--- config.mk ---
export PLATFORM = sky130hd
export DESIGN_NAME = pipe_hazard_ctrl
export DESIGN_NICKNAME = d
export VERILOG_FILES = /design/src/rtl/pipe_pkg.sv /design/src/rtl/raw_cmp.sv /design/src/rtl/pipe_hazard_ctrl.sv
export SDC_FILE = /design/constraint.sdc
export NUM_CORES = 1
export LEC_CHECK = 0
export CAP_MARGIN = 10
export CORE_AREA = 10 10 76 78
export CTS_CLUSTER_DIAMETER = 80
export DETAILED_ROUTE_END_ITERATION = 16
export DIE_AREA = 0 0 86 88
export GPL_ROUTABILITY_DRIVEN = 1
export HOLD_SLACK_MARGIN = 0.1
export PLACE_DENSITY = 0.77
export SLEW_MARGIN = 20
export SYNTH_ARGS = -nofsm -noshare
export SYNTH_HDL_FRONTEND = slang
export SYNTH_HIERARCHICAL = 1
export SYNTH_SLANG_ARGS = --single-unit
--- constraint.sdc ---
create_clock -name clk -period 5.4 [get_ports clk]
set_input_delay 1.08 -clock clk [delete_from_list [all_inputs] [get_ports clk]]
set_output_delay 1.08 -clock clk [all_outputs]
set_load 0.01 [all_outputs]
--- src/rtl/pipe_pkg.sv ---
`default_nettype none
// ============================================================================
//  Module      : pipe_pkg
//  Description : Shared definitions for the pipeline hazard sequencer:
//                register-file geometry and FSM state encoding.
//  Revision    : 1.0 - initial release
// ============================================================================
package pipe_pkg;

  // Register-file address width and the hard-wired zero register
  localparam int              REG_W    = 5;
  localparam logic [REG_W-1:0] REG_ZERO = 5'd0;

  // Sequencer state encoding
  typedef logic [1:0] state_t;
  localparam state_t RUN   = 2'd0;
  localparam state_t DRAIN = 2'd1;
  localparam state_t HALT  = 2'd2;

endpackage : pipe_pkg
`default_nettype wire

--- src/rtl/raw_cmp.sv ---
`default_nettype none
// ============================================================================
//  Module      : raw_cmp
//  Description : Read-after-write comparator for one source/destination pair.
//                Register zero never produces a hazard.
//  Revision    : 1.0 - initial release
// ============================================================================
module raw_cmp
  import pipe_pkg::*;
(
  input  logic [REG_W-1:0] src,
  input  logic             used,
  input  logic [REG_W-1:0] dest,
  output logic             hit
);

  // Hit when the ID instruction really reads a non-zero register being written
  assign hit = used && (src != REG_ZERO) && (src == dest);

endmodule : raw_cmp
`default_nettype wire

--- src/rtl/pipe_hazard_ctrl.sv ---
`default_nettype none
// ============================================================================
//  Module      : pipe_hazard_ctrl
//  Description : Central stall/flush sequencer for the 5-stage pipeline.
//                RAW interlock, branch squash, memory freeze, drain-and-halt,
//                and a saturating stall performance counter.
//  Revision    : 1.0 - initial release
// ============================================================================
module pipe_hazard_ctrl
  import pipe_pkg::*;
#(
  parameter int FORWARD      = 0,
  parameter int DRAIN_CYCLES = 3,
  parameter int CNT_W        = 16
) (
  input  logic             clk,
  input  logic             reset,
  input  logic [REG_W-1:0] id_rs,
  input  logic [REG_W-1:0] id_rt,
  input  logic             id_rs_used,
  input  logic             id_rt_used,
  input  logic [REG_W-1:0] ex_dest,
  input  logic             ex_load,
  input  logic [REG_W-1:0] ma_dest,
  input  logic [REG_W-1:0] wb_dest,
  input  logic             br_taken,
  input  logic             mem_busy,
  input  logic             over,
  output logic             delay,
  output logic             bubble,
  output logic             flush,
  output logic             freeze,
  output logic             fetch_en,
  output logic             halted,
  output logic [CNT_W-1:0] stall_count
);

  localparam int               DCNT_W     = 4;
  localparam logic [DCNT_W-1:0] DRAIN_LOAD = DCNT_W'(DRAIN_CYCLES - 1);
  localparam logic [CNT_W-1:0]  CNT_MAX    = '1;

  logic              w_raw_hit;
  logic              w_delay, w_bubble, w_flush, w_freeze;

  state_t            state_q, state_d;
  logic [DCNT_W-1:0] cnt_q, cnt_d;
  logic              over_pend_q, over_pend_d;
  logic              fetch_en_q, fetch_en_d;
  logic              halted_q, halted_d;
  logic [CNT_W-1:0]  stall_count_q, stall_count_d;

  // With bypassing only a load still in EX forces an interlock
  generate
    if (FORWARD != 0) begin : g_fwd
      logic w_rs_hit, w_rt_hit;
      logic w_unused_dest;

      raw_cmp u_rs_ex (.src(id_rs), .used(id_rs_used), .dest(ex_dest), .hit(w_rs_hit));
      raw_cmp u_rt_ex (.src(id_rt), .used(id_rt_used), .dest(ex_dest), .hit(w_rt_hit));

      assign w_raw_hit     = ex_load && (w_rs_hit || w_rt_hit);
      assign w_unused_dest = ^{ma_dest, wb_dest};
    end else begin : g_nofwd
      logic [2:0] w_rs_hit, w_rt_hit;
      logic       w_unused_load;

      raw_cmp u_rs_ex (.src(id_rs), .used(id_rs_used), .dest(ex_dest), .hit(w_rs_hit[0]));
      raw_cmp u_rs_ma (.src(id_rs), .used(id_rs_used), .dest(ma_dest), .hit(w_rs_hit[1]));
      raw_cmp u_rs_wb (.src(id_rs), .used(id_rs_used), .dest(wb_dest), .hit(w_rs_hit[2]));
      raw_cmp u_rt_ex (.src(id_rt), .used(id_rt_used), .dest(ex_dest), .hit(w_rt_hit[0]));
      raw_cmp u_rt_ma (.src(id_rt), .used(id_rt_used), .dest(ma_dest), .hit(w_rt_hit[1]));
      raw_cmp u_rt_wb (.src(id_rt), .used(id_rt_used), .dest(wb_dest), .hit(w_rt_hit[2]));

      assign w_raw_hit     = |{w_rs_hit, w_rt_hit};
      assign w_unused_load = ex_load;
    end
  endgenerate

  // State register
  always_ff @(posedge clk or negedge reset) begin
    if (!reset) state_q <= RUN;
    else        state_q <= state_d;
  end

  // Drain counter, pending-over flag, fetch/halt flags and stall counter
  always_ff @(posedge clk or negedge reset) begin
    if (!reset) begin
      cnt_q         <= '0;
      over_pend_q   <= 1'b0;
      fetch_en_q    <= 1'b1;
      halted_q      <= 1'b0;
      stall_count_q <= '0;
    end else begin
      cnt_q         <= cnt_d;
      over_pend_q   <= over_pend_d;
      fetch_en_q    <= fetch_en_d;
      halted_q      <= halted_d;
      stall_count_q <= stall_count_d;
    end
  end

  // Next-state: accept over when MA is idle, count the drain down while unfrozen
  always_comb begin
    state_d       = state_q;
    cnt_d         = cnt_q;
    over_pend_d   = over_pend_q;
    fetch_en_d    = fetch_en_q;
    halted_d      = halted_q;
    stall_count_d = stall_count_q;

    case (state_q)
      RUN: begin
        if (mem_busy) begin
          if (over) over_pend_d = 1'b1;
        end else if (over || over_pend_q) begin
          state_d     = DRAIN;
          fetch_en_d  = 1'b0;
          cnt_d       = DRAIN_LOAD;
          over_pend_d = 1'b0;
        end
      end
      DRAIN: begin
        if (!w_freeze) begin
          if (cnt_q == '0) begin
            state_d  = HALT;
            halted_d = 1'b1;
          end else begin
            cnt_d = cnt_q - 1'b1;
          end
        end
      end
      HALT: begin
        fetch_en_d = 1'b0;
        halted_d   = 1'b1;
      end
      default: state_d = RUN;
    endcase

    if (w_delay && (stall_count_q != CNT_MAX))
      stall_count_d = stall_count_q + 1'b1;
  end

  // Outputs: memory freeze beats branch squash beats RAW interlock
  always_comb begin
    w_delay  = 1'b0;
    w_bubble = 1'b0;
    w_flush  = 1'b0;
    w_freeze = 1'b0;
    case (state_q)
      RUN: begin
        if (mem_busy) begin
          w_freeze = 1'b1;
          w_delay  = 1'b1;
        end else if (br_taken) begin
          w_flush  = 1'b1;
          w_bubble = 1'b1;
        end else if (w_raw_hit) begin
          w_delay  = 1'b1;
          w_bubble = 1'b1;
        end
      end
      DRAIN: begin
        // Fetch is off, so whatever sits in IF/ID is never valid
        w_flush = 1'b1;
        if (mem_busy) begin
          w_freeze = 1'b1;
          w_delay  = 1'b1;
        end else if (w_raw_hit) begin
          w_delay  = 1'b1;
          w_bubble = 1'b1;
        end
      end
      HALT: begin
        w_freeze = 1'b1;
        w_delay  = 1'b1;
      end
      default: ;
    endcase
  end

  // Pipeline controls are held inactive throughout reset
  assign delay       = reset & w_delay;
  assign bubble      = reset & w_bubble;
  assign flush       = reset & w_flush;
  assign freeze      = reset & w_freeze;
  assign fetch_en    = fetch_en_q;
  assign halted      = halted_q;
  assign stall_count = stall_count_q;

endmodule : pipe_hazard_ctrl
`default_nettype wire
* After elaboration in Yosys (flattened, before gate mapping) *
Index checks and enable logic that the tools add are counted.
W data, S select, Z words.

storage, ports and cells
  logic and storage cells = 85
  flip-flop bits (word level) = 25
  input port bits = 33
  output and inout bits = 22

cells by class
  muxes and demuxes = 32
  $add $sub $neg = 2
  equal/unequal tests = 15
  bitwise gates (word level) = 5
  reduce and logical (&&, ||, !) cells = 25

operator list
  operator                 number
  $eq A5 B5 Y1             6
  $add A16 B1 Y16 const B  1
  $mux W1                  16
  $mux W4                  4
  $ne A16 B16 Y1 const B   1
  $ne A2 B2 Y1 const B     5
  $pmux W1 S2              5
  $reduce_and A5 Y1        2
  $reduce_bool A5 Y1       2
  $logic_and A1 B1 Y1      9
  $reduce_and A3 Y1        3
  $mux W2                  4
  $pmux W4 S2              1
  $reduce_bool A2 Y1       4
  $pmux W2 S3              1
  $reduce_or A6 Y1         1
  $and A1 B1 Y1            4
  $logic_not A4 Y1         1
  $sub A4 B1 Y4 const B    1
  $pmux W1 S3              1
  $eq A2 B1 Y1 const B     1
  $eq A2 B2 Y1 const B     1
  $logic_not A2 Y1         1
  $ne A2 B1 Y1 const B     1
  other kinds (3)          3

* Depth between registers and ports, before layout *
Gate-level depths: netlist of run 1.

  depth after elaboration = 9
  gate-level depth with buffers = 9
  gate-level depth less buffers = 8

* Cells and area by module *
Netlist of run 1, hierarchy kept.

modules (own cells, without submodules)
  module            times used  cells each  area an instance (µm²)
  pipe_hazard_ctrl  1           135         1418.9
  raw_cmp           6           10          76.3

* Least setup slack after synthesis of run 1 *
No wires, ideal clock.

  kind = input-to-output
  from = input port id_rs[0]
  to = output port delay
  path slack = 1.779 ns
  data required time = 4.320 ns
  arrival time = 2.541 ns
  cell stages on the path = 8
  buffers on the path = 1
  cell sequence = nor4_2 -> o21ai_1 -> and4_1 -> nor4_4 -> a21boi_2 -> o31ai_4 -> buf_6 -> nor2_1

on the way
  cells in the longest elaborated chain, start to end = 9
  elaborated cells on any way between the ends = 15
  those cells by class = 3 x eq/ne; 5 x mux; 1 x bitwise; 6 x reduce/logical

ends and longest elaborated chain
  item                           line                                              source
  start, declared                pipe_hazard_ctrl.sv:18                            input logic [REG_W-1:0] id_rs,
  $reduce_bool A5 Y1             raw_cmp.sv:18                                     assign hit = used && (src != REG_ZERO) && (src == dest);
  $logic_and A1 B1 Y1            raw_cmp.sv:18
  $logic_and A1 B1 Y1 (*)        raw_cmp.sv:18
  named net g_nofwd.w_rs_hit[1]  pipe_hazard_ctrl.sv:64                            logic [2:0] w_rs_hit, w_rt_hit;
  $reduce_or A6 Y1 (*)           pipe_hazard_ctrl.sv:74                            assign w_raw_hit = |{w_rs_hit, w_rt_hit};
  $mux W1 (*)                    pipe_hazard_ctrl.sv:157, pipe_hazard_ctrl.sv:168
  $mux W1                        pipe_hazard_ctrl.sv:154                           end else if (br_taken) begin
  $mux W1                        pipe_hazard_ctrl.sv:151                           if (mem_busy) begin
  $pmux W1 S3 (*)                pipe_hazard_ctrl.sv:149                           case (state_q)
  $and A1 B1 Y1 (*)              pipe_hazard_ctrl.sv:182                           assign delay = reset & w_delay;
  end, declared                  pipe_hazard_ctrl.sv:29                            output logic delay,

Mark *: on every way through the listed nets, which the timed path passes. The rest lies on a longest branch.

* Final worst setup path of run 1 *
Ends and elaborated chain as after synthesis.

==> metrics.cfg, run 1 <==
[status]
status=complete, no violations

[clock_network]
cts_hold_buf=0
clk_path_buf_depth=2
cts-root-buf=clkbuf_8
cts_tree=built
cts.clk_slew.worst_paths_ns=0.08
cts_resized=0
ctsHtreeMaxLevel=1
clk_latency_ns=0.26
cts_setup_buffers=0
clock-sinks=25
cts_buffers=3

[synth]
synth-seq-cells=25
synth_edf_count=0
synth_cell_type_count=42
yosys_most_used_dff=dfrtp_1
synth_nets=231
synth_area_per_cell_um2=9.62
yosysWarnings=6
synth_area_leader_cell=dfrtp_1
synth_area_um2=1880
postSynth.asyncResetShare_pct=100
synth_area_leaders=dfrtp_1 32%, xor2_1 14%, nor4_2 5.3%, nor3_1 3.7%, xnor2_1 3.7%
netlist_top_cells_count=30 x xor2_1, 24 x dfrtp_1, 15 x nor2_1, 14 x nand2_1, 14 x nor3_1
yosysMostFrequentCell=xor2_1
synth_top_area_share_pct=32.0
syn_inst=195
yosysSeqAreaShare_pct=33.4

[critical_path]
worstPathCellList=clkdlybuf4s50_1, nor4_2, o21ai_1, and4_1, nor4_4, a21boi_2, o31ai_4, nor2_1, clkdlybuf4s50_1
cpLargestDelayFamily=buffers and inverters
crit_type=input pin to primary output
arrival_ns=3.45
slowest_delay_ns=0.57
critPathSlowestCell=clkdlybuf4s50_1
path_buf_inv=2
cp_common_cell=clkdlybuf4s50_1
cp-start-kind=input pin
critical_path.max_fanout=6
required_ns=4.32
cp-end-kind=primary output

[cells_and_area]
area_growth_pct=32.6
nets=287
final_util_pct=58.0
antennaDiodeCount=0
drive_above_1_share_pct=12.4
final_cells=302

[pwr]
leakage_uw=0.00102
total_power_uw=742
vdd_ir_drop_max_v=0.000110
powerDensity_nw_per_um2=298

[drt]
drt-vias-per-instance=5.19
drt-initial-drc-count=80
vias=1567
drt_first_pass_iters=4
drc=0
routed_wirelength_mm=4.39
wl_per_cell_um=14.5
antenna_left=0

[die]
fp.dieH_um=88
rows=24
coreArea_um2=4290
io_pins=55
initial_core_util_pct=43.7
die_area_um2=7570
chipWidth_um=86

[global_route]
grt_pass1_vias=1557
grt_usage_pct=11.3
grt_pass1_wl_mm=7.23
grt_max_degree=29
antenna_found_initial=0
grt_overflow_total=0

[timing]
finalCritPeriodShare_pct=84.0
setup_viol=0
fin_hold_ws_ns=0.480
max_freq_ghz=0.221
finClkSkew_ns=0.00399
worst_pin_slew_ns=0.686
relSlewSlack_pct=53.1
setup_tns_ns=0
maxSlewViolCount=0
period_needed_ns=4.53
final-hold-violation-count=0
rsz0062_at_grt=no

[placed_design]
gp_congestion=0.777
dp_hpwl_mm=3.61
io_buffers=53
dp_cells=298

[min_path]
hp-class=register to register

[flow_run]
maxCapViolCount=0

[per-stage QoR]
stage / worst slack [ns] / cell area, um^2
after detailed placement: 0.855 / 2440
final: 0.866 / 2490
after floorplan: 1.78 / 1880
after CTS: 0.850 / 2490
after global routing: 0.699 / 2490
after global placement: 0.849 / 2440
[flip-flops by register name (all words and copies together) (netlist names)]
signal       flops
stall_count     16
cnt_q            4
state_q          2
fetch_en         1
halted           1
over_pend_q      1
[worst register-to-register path, delay by kind of cell, from the launching register on]
kind                   cells  cell delay [ns]
buffers and inverters      1             0.21
and+or+nand+nor            2             0.52
DFF                        1             0.52
AOI/OAI and AO/OA          2             0.27
muxes                      1             0.37
[per-layer routing]
metal  up-vias  routed length (um)  GRT usage [%]
met2        39                2240           19.3
li1        801                   -              -
met4         0                  62           4.19
met1       723                1860           13.2
met5         -                   0              0
met3         4                 229           3.06
[cells in the final DEF (no fill, tap or decap), types with 2 or more instances in the layout]
cell type        netlist  layout
ha_1                   3       3
o21ai_1                6       6
xnor2_1                8       8
nor4_4                 3       3
or2_0                  6       6
nand3_1                5       5
o21ai_0                4       4
nor3b_1                2       2
nor4_1                 4       4
nor2_1                15      15
inv_1                  8       8
mux2_2                 3       3
and4_1                 6       6
xor2_1                30      30
nor3_1                14      14
a21o_1                 2       2
clkdlybuf4s50_1        0      53
a21oi_1                4       4
clkbuf_8               0       3
buf_4                  0       2
dfrtp_1               24      24
and3_1                 2       2
nand2_1               14      14
nor4_2                 8       8
[logic make-up (layout without fill, tap and decap cells)]
family,count (synthesis),after routing,synth area share [%]
simple gates,90,90,32.1
xor+xnor,38,38,17.7
flops,25,25,33.4
compound gates,23,23,8.40
buf+inv,12,67,4.00
mux,4,4,2.33
fa+ha+maj,3,3,2.00
[worst paths after layout]
kind / from / end / slack [ns] / depth (start not counted)
max: id_rs[0] / delay / 0.87 / 9
min: halted / halted / 0.48 / 1
max reg2reg: state_q[0] / stall_count[14] / 3.41 / 6
min reg2reg: halted / halted / 0.48 / 1
max in group asynchronous: reset / fetch_en / 3.92 / 2
min in group asynchronous: reset / stall_count[10] / 1.17 / 2
[cell type report]
class,count,area [um^2]
fill,381,1810
multi-input combinational,158,1170
sequential,25,627
timing repair buffer,55,546
tap,52,65.1
clock buffer,3,41.3
inverter,8,30.0
clock inverter,1,5.00
[power by group]
| group | internal [uW] | switching [uW] |
|---|---|---|
| combinational | 175 | 156 |
| clock | 51.5 | 57.5 |
| sequential | 235 | 67.1 |
| total | 462 | 280 |
No activity file was read; power rests on OpenSTA's default activity.
==> run 2, diff against run 1 <==
Settings changed: CORE_AREA 10 10 76 78 to 10 10 78 80, DIE_AREA 0 0 86 88 to 0 0 88 90, PLACE_DENSITY 0.77 to 0.76.
Clock period 5.4 ns to 3.9 ns, I/O delays scaled along.
==> metrics.cfg, run 2 (synthesis results as in run 1) <==
[pwr]
comb_power_share_pct=44.9  ; +0.3 points
p_seq_share_pct=40.4  ; -0.3 points
switching_share_pct=37.9  ; +0.13 points
leakage_uw=0.00108  ; +5.7%
clockPowerShare_pct=14.7  ; about the same
p_switching_uw=392  ; +40%
internal_power_uw=643  ; +39%
total_power_uw=1040  ; +40%
powerDensity_nw_per_um2=407  ; +37%
vdd_ir_drop_max_v=0.000242  ; +120%

[global_route]
grt.met1_usage_pct=14.9  ; +1.7 points
antenna_found_initial=0  ; unchanged
top_usage_layer=met2
globalRouteMet3Util_pct=2.08  ; -0.99 points
grt_usage_pct=11.7  ; +0.38 points
grt_pass1_vias=1610  ; +3.4%
grt_pass1_wl_mm=7.85  ; +8.6%
grt_max_degree=24  ; -17%
grtUsageMet2_pct=19.0  ; -0.34 points
grt_overflow_total=0  ; unchanged

[status]
status=complete, no violations

[drt]
drt-initial-drc-count=65  ; -19%
drt_first_pass_iters=4  ; unchanged
drc=0  ; unchanged
drt-vias-per-instance=5.18  ; -0.22%
routed_wirelength_mm=4.57  ; +4.1%
vias=1605  ; +2.4%
wl_per_cell_um=14.7  ; +1.4%
antenna_left=0  ; unchanged

[timing]
period_needed_ns=3.79
worst_pin_slew_ns=0.683  ; -0.00304 ns
rsz0062_at_grt=no
relSlewSlack_pct=53.3  ; +0.21 points
finalCritPeriodShare_pct=97.2
setup_viol=0  ; unchanged
final-hold-violation-count=0  ; unchanged
max_freq_ghz=0.264
maxSlewViolCount=0  ; unchanged
finClkSkew_ns=0.00272  ; -0.00127 ns

[cells_and_area]
fillers=411  ; +7.9%
drive_above_1_share_pct=14.5  ; +2.1 points
antennaDiodeCount=0  ; unchanged
area_growth_pct=35.5
largest_register_ff_count=16  ; unchanged
fin_area_um2=2540  ; +2.2%
layout_commonest_cell=clkdlybuf4s50_1
mostFrequentLayoutCells=47 x clkdlybuf4s50_1, 30 x xor2_1, 24 x dfrtp_1
nets=293  ; +2.1%

[critical_path]
required_ns=3.12  ; -1.20 ns
arrival_ns=3.01  ; -0.44 ns
cp-start-kind=input pin
cp-end-kind=primary output
critical_path.max_fanout=4  ; -2
crit_type=input pin to primary output

[clock_network]
clk_path_buf_depth=2  ; unchanged
clock-sinks=25  ; unchanged
cts_setup_buffers=0  ; unchanged
ctsHtreeMaxLevel=1  ; unchanged
cts-root-buf=clkbuf_8
cts.clk_slew.worst_paths_ns=0.08  ; about the same
cts_tree=built
clk_latency_ns=0.27  ; about the same
cts_buffers=3  ; unchanged

[die]
die_area_um2=7920  ; +4.7%
rows=25  ; +4.2%
initial_core_util_pct=40.8  ; -2.9 points
io_pins=55  ; unchanged
coreArea_um2=4600  ; +7.1%
chipWidth_um=88  ; +2.3%
fp.dieH_um=90  ; +2.3%

[placed_design]
gp_congestion=0.842  ; +8.4%
io_buffers=53  ; unchanged
placed_area_um2=2490  ; +1.9%
dp_hpwl_mm=3.73  ; +3.4%

[min_path]
hp-class=register to register

[flow_run]
maxCapViolCount=0  ; unchanged

## run 2: worst max-delay path: stages
cell             delay (ns)
clkdlybuf4s50_1        0.49
nor4_2                 0.29
o21ai_1                0.09
and4_1                 0.20
nor4_4                 0.29
a21boi_2               0.11
o31ai_4                0.19
nor2_1                 0.08
clkdlybuf4s50_1        0.49
## run 2: power groups by stage
stage	logic (uW)	clock network (uW)	registers, uW
final	465	152	418
after global routing	515	165	432
after CTS	471	156	418
after detailed placement	468	0	423
after global placement	458	0	420
after floorplan	288	0	408
## run 2: layout make-up
type | instances | area, um^2 | area share (%)
clock buffer | 4 | 45.0 | 1.77
multi-input combinational | 158 | 1180 | 46.4
inverter | 8 | 30.0 | 1.18
sequential | 25 | 627 | 24.6
tap | 54 | 67.6 | 2.66
timing repair buffer | 61 | 594 | 23.4
## run 2: path summary, 6_finish.rpt
| check | start | to | slack [ns] | depth (start not counted) |
|---|---|---|---|---|
| max | id_rs[0] | delay | 0.11 | 9 |
| min | halted | halted | 0.49 | 1 |
| max reg2reg | state_q[0] | stall_count[15] | 1.89 | 6 |
| min reg2reg | halted | halted | 0.49 | 1 |
| max in group asynchronous | reset | fetch_en | 2.53 | 2 |
| min in group asynchronous | reset | halted | 0.74 | 1 |
## run 2: repair_timing
action	CTS	global route
hold buffers	0	0
pin swaps	0	2
endpoints found under the setup margin	1	1
hold endpoints to repair	0	0
gates resized for setup	3	4
## run 2: metal layers
layer  up-vias  wire (um)  share of wire (%)
met3         9        215                4.7
met1       746       1990                 43
li1        813          -                  -
met5         -          0                  0
met4         0         99                2.2
met2        37       2270                 50
## run 2: metrics by stage
stage	setup TNS, ns	worst slack (ns)	util (%)	std cells	hold WS, ns
after floorplan	0	0.879	-	195	0.484
after global placement	-0.0381	-0.0381	54.1	306	0.460
after detailed placement	-0.0419	-0.0419	54.1	306	0.456
after CTS	0	0.000428	55.0	310	0.489
after global routing	0	0.0188	55.3	310	0.512
final	0	0.110	55.3	310	0.487
